<file path="src/rtl/uart_pkg.sv">
// Shared state encodings, line constants and parity helper for the UART TX path.
package uart_pkg;

    localparam logic [2:0] ST_IDLE   = 3'd0;
    localparam logic [2:0] ST_START  = 3'd1;
    localparam logic [2:0] ST_DATA   = 3'd2;
    localparam logic [2:0] ST_PARITY = 3'd3;
    localparam logic [2:0] ST_STOP   = 3'd4;

    localparam logic PAR_EVEN  = 1'b0;
    localparam logic PAR_ODD   = 1'b1;
    localparam logic LINE_IDLE = 1'b1;

    // Payload is zero-extended to 9 bits, so the extra zeros do not change the XOR.
    function automatic logic parity_bit(input logic [8:0] data, input logic typ);
        return (^data) ^ (typ == PAR_ODD);
    endfunction

endpackage

</file>
<file path="src/rtl/uart_tx_bit_timer.sv">
// Per-bit tick counter; bit_done marks the final clk cycle of the current serial bit.
module uart_tx_bit_timer #(
    parameter int unsigned CLKS_PER_BIT = 1
) (
    input  logic clk,
    input  logic rst,
    input  logic clear,
    output logic bit_done
);

    localparam int unsigned CNT_W = (CLKS_PER_BIT > 1) ? $clog2(CLKS_PER_BIT) : 1;
    localparam logic [CNT_W-1:0] LAST = CNT_W'(CLKS_PER_BIT - 1);

    logic [CNT_W-1:0] cnt_q;

    assign bit_done = (cnt_q == LAST);

    always_ff @(posedge clk) begin
        if (rst || clear || bit_done) begin
            cnt_q <= '0;
        end else begin
            cnt_q <= cnt_q + 1'b1;
        end
    end

endmodule

</file>
<file path="src/rtl/uart_tx_frame_ctrl.sv">
// UART transmit controller: frame sequencing, LSB-first serialiser, parity and stop bits.
module uart_tx_frame_ctrl
    import uart_pkg::*;
#(
    parameter int unsigned DATA_WIDTH   = 8,
    parameter int unsigned CLKS_PER_BIT = 1
) (
    input  logic                  clk,
    input  logic                  rst,
    input  logic [DATA_WIDTH-1:0] p_data,
    input  logic                  data_valid,
    output logic                  data_ack,
    input  logic                  par_en,
    input  logic                  par_typ,
    input  logic                  stop2,
    output logic                  tx_out,
    output logic                  busy
);

    localparam int unsigned IDX_W = $clog2(DATA_WIDTH);
    localparam logic [IDX_W-1:0] LAST_IDX = IDX_W'(DATA_WIDTH - 1);

    logic [2:0]            state_q, state_d;
    logic [IDX_W-1:0]      bit_idx_q, bit_idx_d;
    logic                  stop_cnt_q, stop_cnt_d;
    logic [DATA_WIDTH-1:0] data_q;
    logic                  par_en_q, par_typ_q, stop2_q;
    logic                  tx_q, tx_d, busy_q, busy_d;
    logic                  accept, bit_done, timer_clear;

    uart_tx_bit_timer #(
        .CLKS_PER_BIT(CLKS_PER_BIT)
    ) u_timer (
        .clk     (clk),
        .rst     (rst),
        .clear   (timer_clear),
        .bit_done(bit_done)
    );

    always_comb begin
        state_d    = state_q;
        bit_idx_d  = bit_idx_q;
        stop_cnt_d = stop_cnt_q;
        accept     = 1'b0;
        case (state_q)
            ST_IDLE: begin
                accept = data_valid;
            end
            ST_START: begin
                bit_idx_d = '0;
                if (bit_done) state_d = ST_DATA;
            end
            ST_DATA: begin
                if (bit_done) begin
                    if (bit_idx_q == LAST_IDX) begin
                        bit_idx_d = '0;
                        state_d   = par_en_q ? ST_PARITY : ST_STOP;
                    end else begin
                        bit_idx_d = bit_idx_q + 1'b1;
                    end
                end
            end
            ST_PARITY: begin
                if (bit_done) state_d = ST_STOP;
            end
            ST_STOP: begin
                if (bit_done) begin
                    if (stop2_q && !stop_cnt_q) begin
                        stop_cnt_d = 1'b1;
                    end else begin
                        // Final stop cycle: hand off straight to the next frame if one waits.
                        stop_cnt_d = 1'b0;
                        accept     = data_valid;
                        state_d    = ST_IDLE;
                    end
                end
            end
            default: begin
                state_d    = ST_IDLE;
                bit_idx_d  = '0;
                stop_cnt_d = 1'b0;
            end
        endcase
        if (accept) state_d = ST_START;
    end

    // Outputs are registered, decoded from the state being entered.
    always_comb begin
        tx_d   = LINE_IDLE;
        busy_d = 1'b0;
        case (state_d)
            ST_START:  begin tx_d = 1'b0;                              busy_d = 1'b1; end
            ST_DATA:   begin tx_d = data_q[bit_idx_d];                 busy_d = 1'b1; end
            ST_PARITY: begin tx_d = parity_bit(9'(data_q), par_typ_q); busy_d = 1'b1; end
            ST_STOP:   begin tx_d = LINE_IDLE;                         busy_d = 1'b1; end
            default:   begin tx_d = LINE_IDLE;                         busy_d = 1'b0; end
        endcase
    end

    assign timer_clear = (state_d != state_q) || (state_q == ST_IDLE);
    assign data_ack    = accept && !rst;
    assign tx_out      = tx_q;
    assign busy        = busy_q;

    always_ff @(posedge clk) begin
        if (rst) begin
            state_q    <= ST_IDLE;
            bit_idx_q  <= '0;
            stop_cnt_q <= 1'b0;
            data_q     <= '0;
            par_en_q   <= 1'b0;
            par_typ_q  <= 1'b0;
            stop2_q    <= 1'b0;
            tx_q       <= LINE_IDLE;
            busy_q     <= 1'b0;
        end else begin
            state_q    <= state_d;
            bit_idx_q  <= bit_idx_d;
            stop_cnt_q <= stop_cnt_d;
            tx_q       <= tx_d;
            busy_q     <= busy_d;
            if (accept) begin
                data_q    <= p_data;
                par_en_q  <= par_en;
                par_typ_q <= par_typ;
                stop2_q   <= stop2;
            end
        end
    end

endmodule

</file>
<file path="config.mk">
export PLATFORM = sky130hd
export DESIGN_NAME = uart_tx_frame_ctrl
export DESIGN_NICKNAME = d
export VERILOG_FILES = /design/src/rtl/uart_pkg.sv /design/src/rtl/uart_tx_bit_timer.sv /design/src/rtl/uart_tx_frame_ctrl.sv
export SDC_FILE = /design/constraint.sdc
export NUM_CORES = 1
export LEC_CHECK = 0
export CAP_MARGIN = 20
export CORE_MARGIN = 5
export CORE_UTILIZATION = 57
export DETAILED_ROUTE_END_ITERATION = 10
export PLACE_DENSITY = 0.83
export SYNTH_ARGS = -nofsm -noshare
export SYNTH_HDL_FRONTEND = slang
export SYNTH_SLANG_ARGS = --single-unit
export TNS_END_PERCENT = 5
</file>
<file path="constraint.sdc">
create_clock -name clk -period 4.65 [get_ports clk]
set_input_delay 1.1625 -clock clk [delete_from_list [all_inputs] [get_ports clk]]
set_output_delay 1.1625 -clock clk [all_outputs]
set_load 0.1 [all_outputs]
</file>
==> Yosys cells after proc, flatten, opt, wreduce, memory -nomap -nowiden <==
Cells that the tools add are included.
{ "op_classes": {"addsub": 2, "order_cmp": 1, "n_eq_ne": 11, "mux": 22, "bitwise": 3, "reduce_logical": 13} }
{ "op_table": {"columns": ["cell", "n"], "rows": [
  ["$mux W3", 10],
  ["$pmux W3 S5", 1],
  ["$eq A3 B2 Y1 const B", 4],
  ["$eq A3 B3 Y1 const B", 3],
  ["$reduce_xor A9 Y1", 1],
  ["$reduce_or A4 Y1", 2],
  ["$eq A3 B1 Y1 const B", 2],
  ["$mux W1", 6],
  ["$pmux W3 S2", 1],
  ["$lt A3 B4 Y1 const B", 1],
  ["$pmux W1 S2", 2],
  ["$add A3 B1 Y3 const B", 1],
  ["$bmux W1 S3", 1],
  ["$logic_not A3 Y1", 1],
  ["$logic_or A1 B1 Y1", 3],
  ["$ne A3 B3 Y1", 1],
  ["$pmux W1 S3", 1],
  ["$reduce_or A3 Y1", 1],
  ["$logic_and A1 B1 Y1", 2],
  ["$logic_not A1 Y1", 2],
  ["$ne A2 B2 Y1 const B", 1],
  ["$not A1 Y1", 2],
  ["$reduce_and A2 Y1", 1],
  ["$add A1 B1 Y1 const B", 1],
  ["$xor A1 B1 Y1", 1]
]} }
{ "totals": {"reg_bits": 21, "input_bits": 14, "out_inout_bits": 3, "word_cells": 62} }

==> Longest topological paths before layout <==
{ "depth": {"depth_word": 10, "mapped_depth": 8, "depth_no_buf": 8} }

==> By module <==
Synthesis repeated with hierarchy kept, for this count alone.
{ "hier_totals": {"hier_cells": 129, "hier_area_um2": 1151.1} }
{ "modules_own_cells": {"columns": ["mod", "instances", "cells_each", "area_each_um2", "seq_area_each_um2"], "rows": [
  ["uart_tx_frame_ctrl", 1, 126, 1123.6, 400.4],
  ["uart_tx_bit_timer", 1, 3, 27.5, 20.0]
]} }

==> Worst setup path after synthesis <==
No wires, ideal clock.
{ "synth_path": {"path_type": "input to output", "from": "input port data_valid", "to": "output port data_ack", "arrival_time_ns": 2.818, "required_time_ns": 3.488, "setup_slack_ns": 0.669, "stages": 3, "path_buffers": 1, "cell_sequence": "o211ai_2 buf_2 nor2_1"} }
{ "synth_via": {"elab_chain_len": 4} }
{ "synth_rtl": {"columns": ["element", "line_no", "source"], "rows": [
  ["start: declaration", "uart_tx_frame_ctrl.sv:11", "input logic data_valid,"],
  ["$mux W1", "uart_tx_frame_ctrl.sv:68", "if (stop2_q && !stop_cnt_q) begin"],
  ["$mux W1", "uart_tx_frame_ctrl.sv:67", "if (bit_done) begin"],
  ["$pmux W1 S2 (*)", "uart_tx_frame_ctrl.sv:45", "case (state_q)"],
  ["$logic_and A1 B1 Y1 (*)", "uart_tx_frame_ctrl.sv:101", "assign data_ack = accept && !rst;"],
  ["end: declaration", "uart_tx_frame_ctrl.sv:12", "output logic data_ack,"]
]} }
Mark *: on every way between the ends. The rest lies on a longest branch, timed or not.

==> Final worst setup path <==
Same ends and word-level chain as after synthesis.

==> results.sh <==
export IMPL_die_h_microns=55.3
export IMPL_place_area_sq_um=1330
export IMPL_clk_latency_ps=310
export IMPL_dp_cells=163
export IMPL_post_cts_buffers=0
export IMPL_synth_top_family_by_area="simple AND/OR/NAND/NOR gates"
export IMPL_cts_buffers=3
export IMPL_max_stage_delay_ps=470
export IMPL_overflow=0
export IMPL_path_clk_slew_ps=120
export IMPL_finalWorstPathRequiredPeriod_ps=3500
export IMPL_first_global_vias=901
export IMPL_synth_ff_type="dfxtp_1"
export IMPL_holdBufCountCts=0
export IMPL_wirelength_microns=2240
export IMPL_synth_xor_area_frac=0.0643
export IMPL_relSlewSlack=0.352
export IMPL_path_class="primary input to output port"
export IMPL_synth_nets=141
export IMPL_drc=0
export IMPL_maxSlewViolCount=0
export IMPL_gr_usage_met2=0.245
export IMPL_cp_required_ps=3490
export IMPL_cap_viol_max_count=0
export IMPL_final_cells=167
export IMPL_finalHoldViolations=0
export IMPL_vias=922
export IMPL_final_core_util=0.693
export IMPL_globalplace_congestion=0.791
export IMPL_viasPerCell=5.52
export IMPL_syn_area_sq_um=1170
export IMPL_critPathMaxFanout=15
export IMPL_grt_max_degree=22
export IMPL_die_x_microns=55.3
export IMPL_path_cells="clkdlybuf4s50_1 -> o211ai_2 -> buf_4 -> nor2_1 -> buf_4"
export IMPL_initial_core_util=0.595
export IMPL_clock_power_share=0.215
export IMPL_grtUsageMet1=0.193
export IMPL_antenna_found_initial=0
export IMPL_design_area_sq_um=1360
export IMPL_clock_skew_ps=7.30
export IMPL_port_buffers=16
export IMPL_critPathLaunchType="primary input"
export IMPL_synth_warnings=0
export IMPL_setup_tns_ps=0
export IMPL_switching_share=0.319
export IMPL_muxShareOfSynthArea=0.120
export IMPL_dr_first_iter_drc_count=14
export IMPL_async_reset_ff_frac=0
export IMPL_largest_reg_flops=8
export IMPL_p_per_area_nw_per_um2=308
export IMPL_critical_path_most_common_cell="buf_4"
export IMPL_place_hpwl_microns=1650
export IMPL_final_nets=157
export IMPL_cts_root_buffer="clkbuf_4"
export IMPL_synth_seq_cells=21
export IMPL_synth_top_cell_area_share=0.360
export IMPL_met3_usage=0.0326
export IMPL_synth_area_top_cells="dfxtp_1 36%, mux2i_1 12%, nor2_1 5.8%"
export IMPL_internal_power_mw=0.285
export IMPL_drive_gt1_frac=0.0929
export IMPL_worst_pin_slew_ps=969
export IMPL_reg_largest_list="data_q: 8 flops, bit_idx_q: 3 flops, state_q: 3 flops"
export IMPL_p_comb_frac=0.289
export IMPL_synthAdderAreaFrac=0.0214
export IMPL_regMostFlops="data_q"
export IMPL_synth_largest_area_cell="dfxtp_1"
export IMPL_yosysUniqueCellTypes=42
export IMPL_synth_most_common_cell="dfxtp_1"
export IMPL_synth_compound_area_frac=0.180
export IMPL_diodes=0
export IMPL_avgSynthCellArea_sq_um=9.34
export IMPL_crit_path_top_delay_cell="clkdlybuf4s50_1"
export IMPL_cts_resized_gates=0
export IMPL_grt_use_total=0.153
export IMPL_p_leak_nw=0.549
export IMPL_synth_simple_gate_area_frac=0.209
export IMPL_core_area_sq_um=1960
export IMPL_cp_end_kind="output port"
export IMPL_cts_tree="yes"
export IMPL_max_freq_mhz=285
export IMPL_numClockSinks=21
export IMPL_synth_seq_area_share=0.360
export IMPL_avgRoutedWirePerCell_microns=13.4
export IMPL_vdd_drop_max_mv=0.255
export IMPL_arrival_ps=2340
export IMPL_synth_edf_count=0
export IMPL_io_pin_count=17
export IMPL_grt_setup_unrepaired="no"
export IMPL_switchingPower_mw=0.134
export IMPL_area_growth_pct=16.4
export IMPL_synthTopCellsByCount="21 x dfxtp_1, 18 x nor2_1, 14 x mux2i_1"
export IMPL_post_route_period_util=0.754
export IMPL_h_tree_depth=1
export IMPL_drtPass1Iterations=4
export IMPL_grt_busiest_layer="met2"
export IMPL_row_count=16
export IMPL_hp_class="register to register"
export IMPL_grt_pass1_wl_microns=3820
export IMPL_setup_viol=0
export IMPL_postRouteAntennaNets=0
export IMPL_status="complete, no violations"
export IMPL_die_area_sq_um=3050
export IMPL_pwr_share_seq=0.496
export IMPL_clock_path_buffers=2
export IMPL_syn_inst=125
cell type report:
class                      instances  area (sq um)
timing repair buffer              18           173
multi-input combinational         95           698
sequential                        21           420
clock buffer                       4          26.3
fill                             184           603
inverter                           2          7.51
tap                               27          33.8
layout by cell type (no fill, tap or decap), drive strengths merged, types with 2 or more instances in the layout:
| master | instances |
|---|---|
| a21boi | 2 |
| a21oi | 9 |
| and2 | 2 |
| buf | 3 |
| clkbuf | 4 |
| clkdlybuf4s50 | 15 |
| dfxtp | 21 |
| ha | 2 |
| inv | 2 |
| mux2i | 14 |
| nand2 | 9 |
| nand2b | 3 |
| nand3b | 2 |
| nor2 | 18 |
| nor2b | 3 |
| o211ai | 2 |
| o32ai | 2 |
| xnor2 | 4 |
| xor2 | 2 |
cells by family after synthesis:
| kind of cell | Yosys count |
|---|---|
| AND/OR/NAND/NOR | 46 |
| AO/OA/AOI/OAI | 25 |
| flip-flops | 21 |
| multiplexers | 14 |
| buffers and inverters | 9 |
| XOR/XNOR | 7 |
| adder cells (fa/ha/maj) | 2 |
| other | 1 |
per-layer routing:
layer	wire length [microns]	vias up
li1	-	477
met1	1100	422
met2	1020	18
met3	71	5
met4	42	0
met5	0	-
final timing paths:
kind	slack, ps	cells past startpoint	startpoint	end
worst max-delay path	1150	5	data_valid	data_ack
worst min-delay path	520	2	stop2_q	stop2_q
worst max register to register	2350	8	bit_idx_q[0]	tx_out
worst min register to register	520	2	stop2_q	stop2_q
stage by stage:
| step | setup WS, ps | hold WS, ps | total power [mW] |
|---|---|---|---|
| floorplan | 669 | 455 | 0.304 |
| global placement | 1170 | 481 | 0.329 |
| detailed placement | 1150 | 506 | 0.332 |
| CTS | 1150 | 533 | 0.419 |
| global route | 1110 | 557 | 0.439 |
| finish | 1150 | 521 | 0.419 |
worst max-delay path, delay by kind of cell:
family / cells / cell delay, ps
and+or+nand+nor: 1 / 110
buffers and inverters: 3 / 990
AOI/OAI and AO/OA: 1 / 70
power groups by stage:
stage	clock network (mW)	logic, mW	registers (mW)
after global routing	0.0989	0.130	0.210
after global placement	0	0.118	0.211
after CTS	0.0897	0.122	0.207
after floorplan	0	0.0836	0.220
final	0.0901	0.121	0.208
after detailed placement	0	0.121	0.212
(Power assumes the default switching activity.)
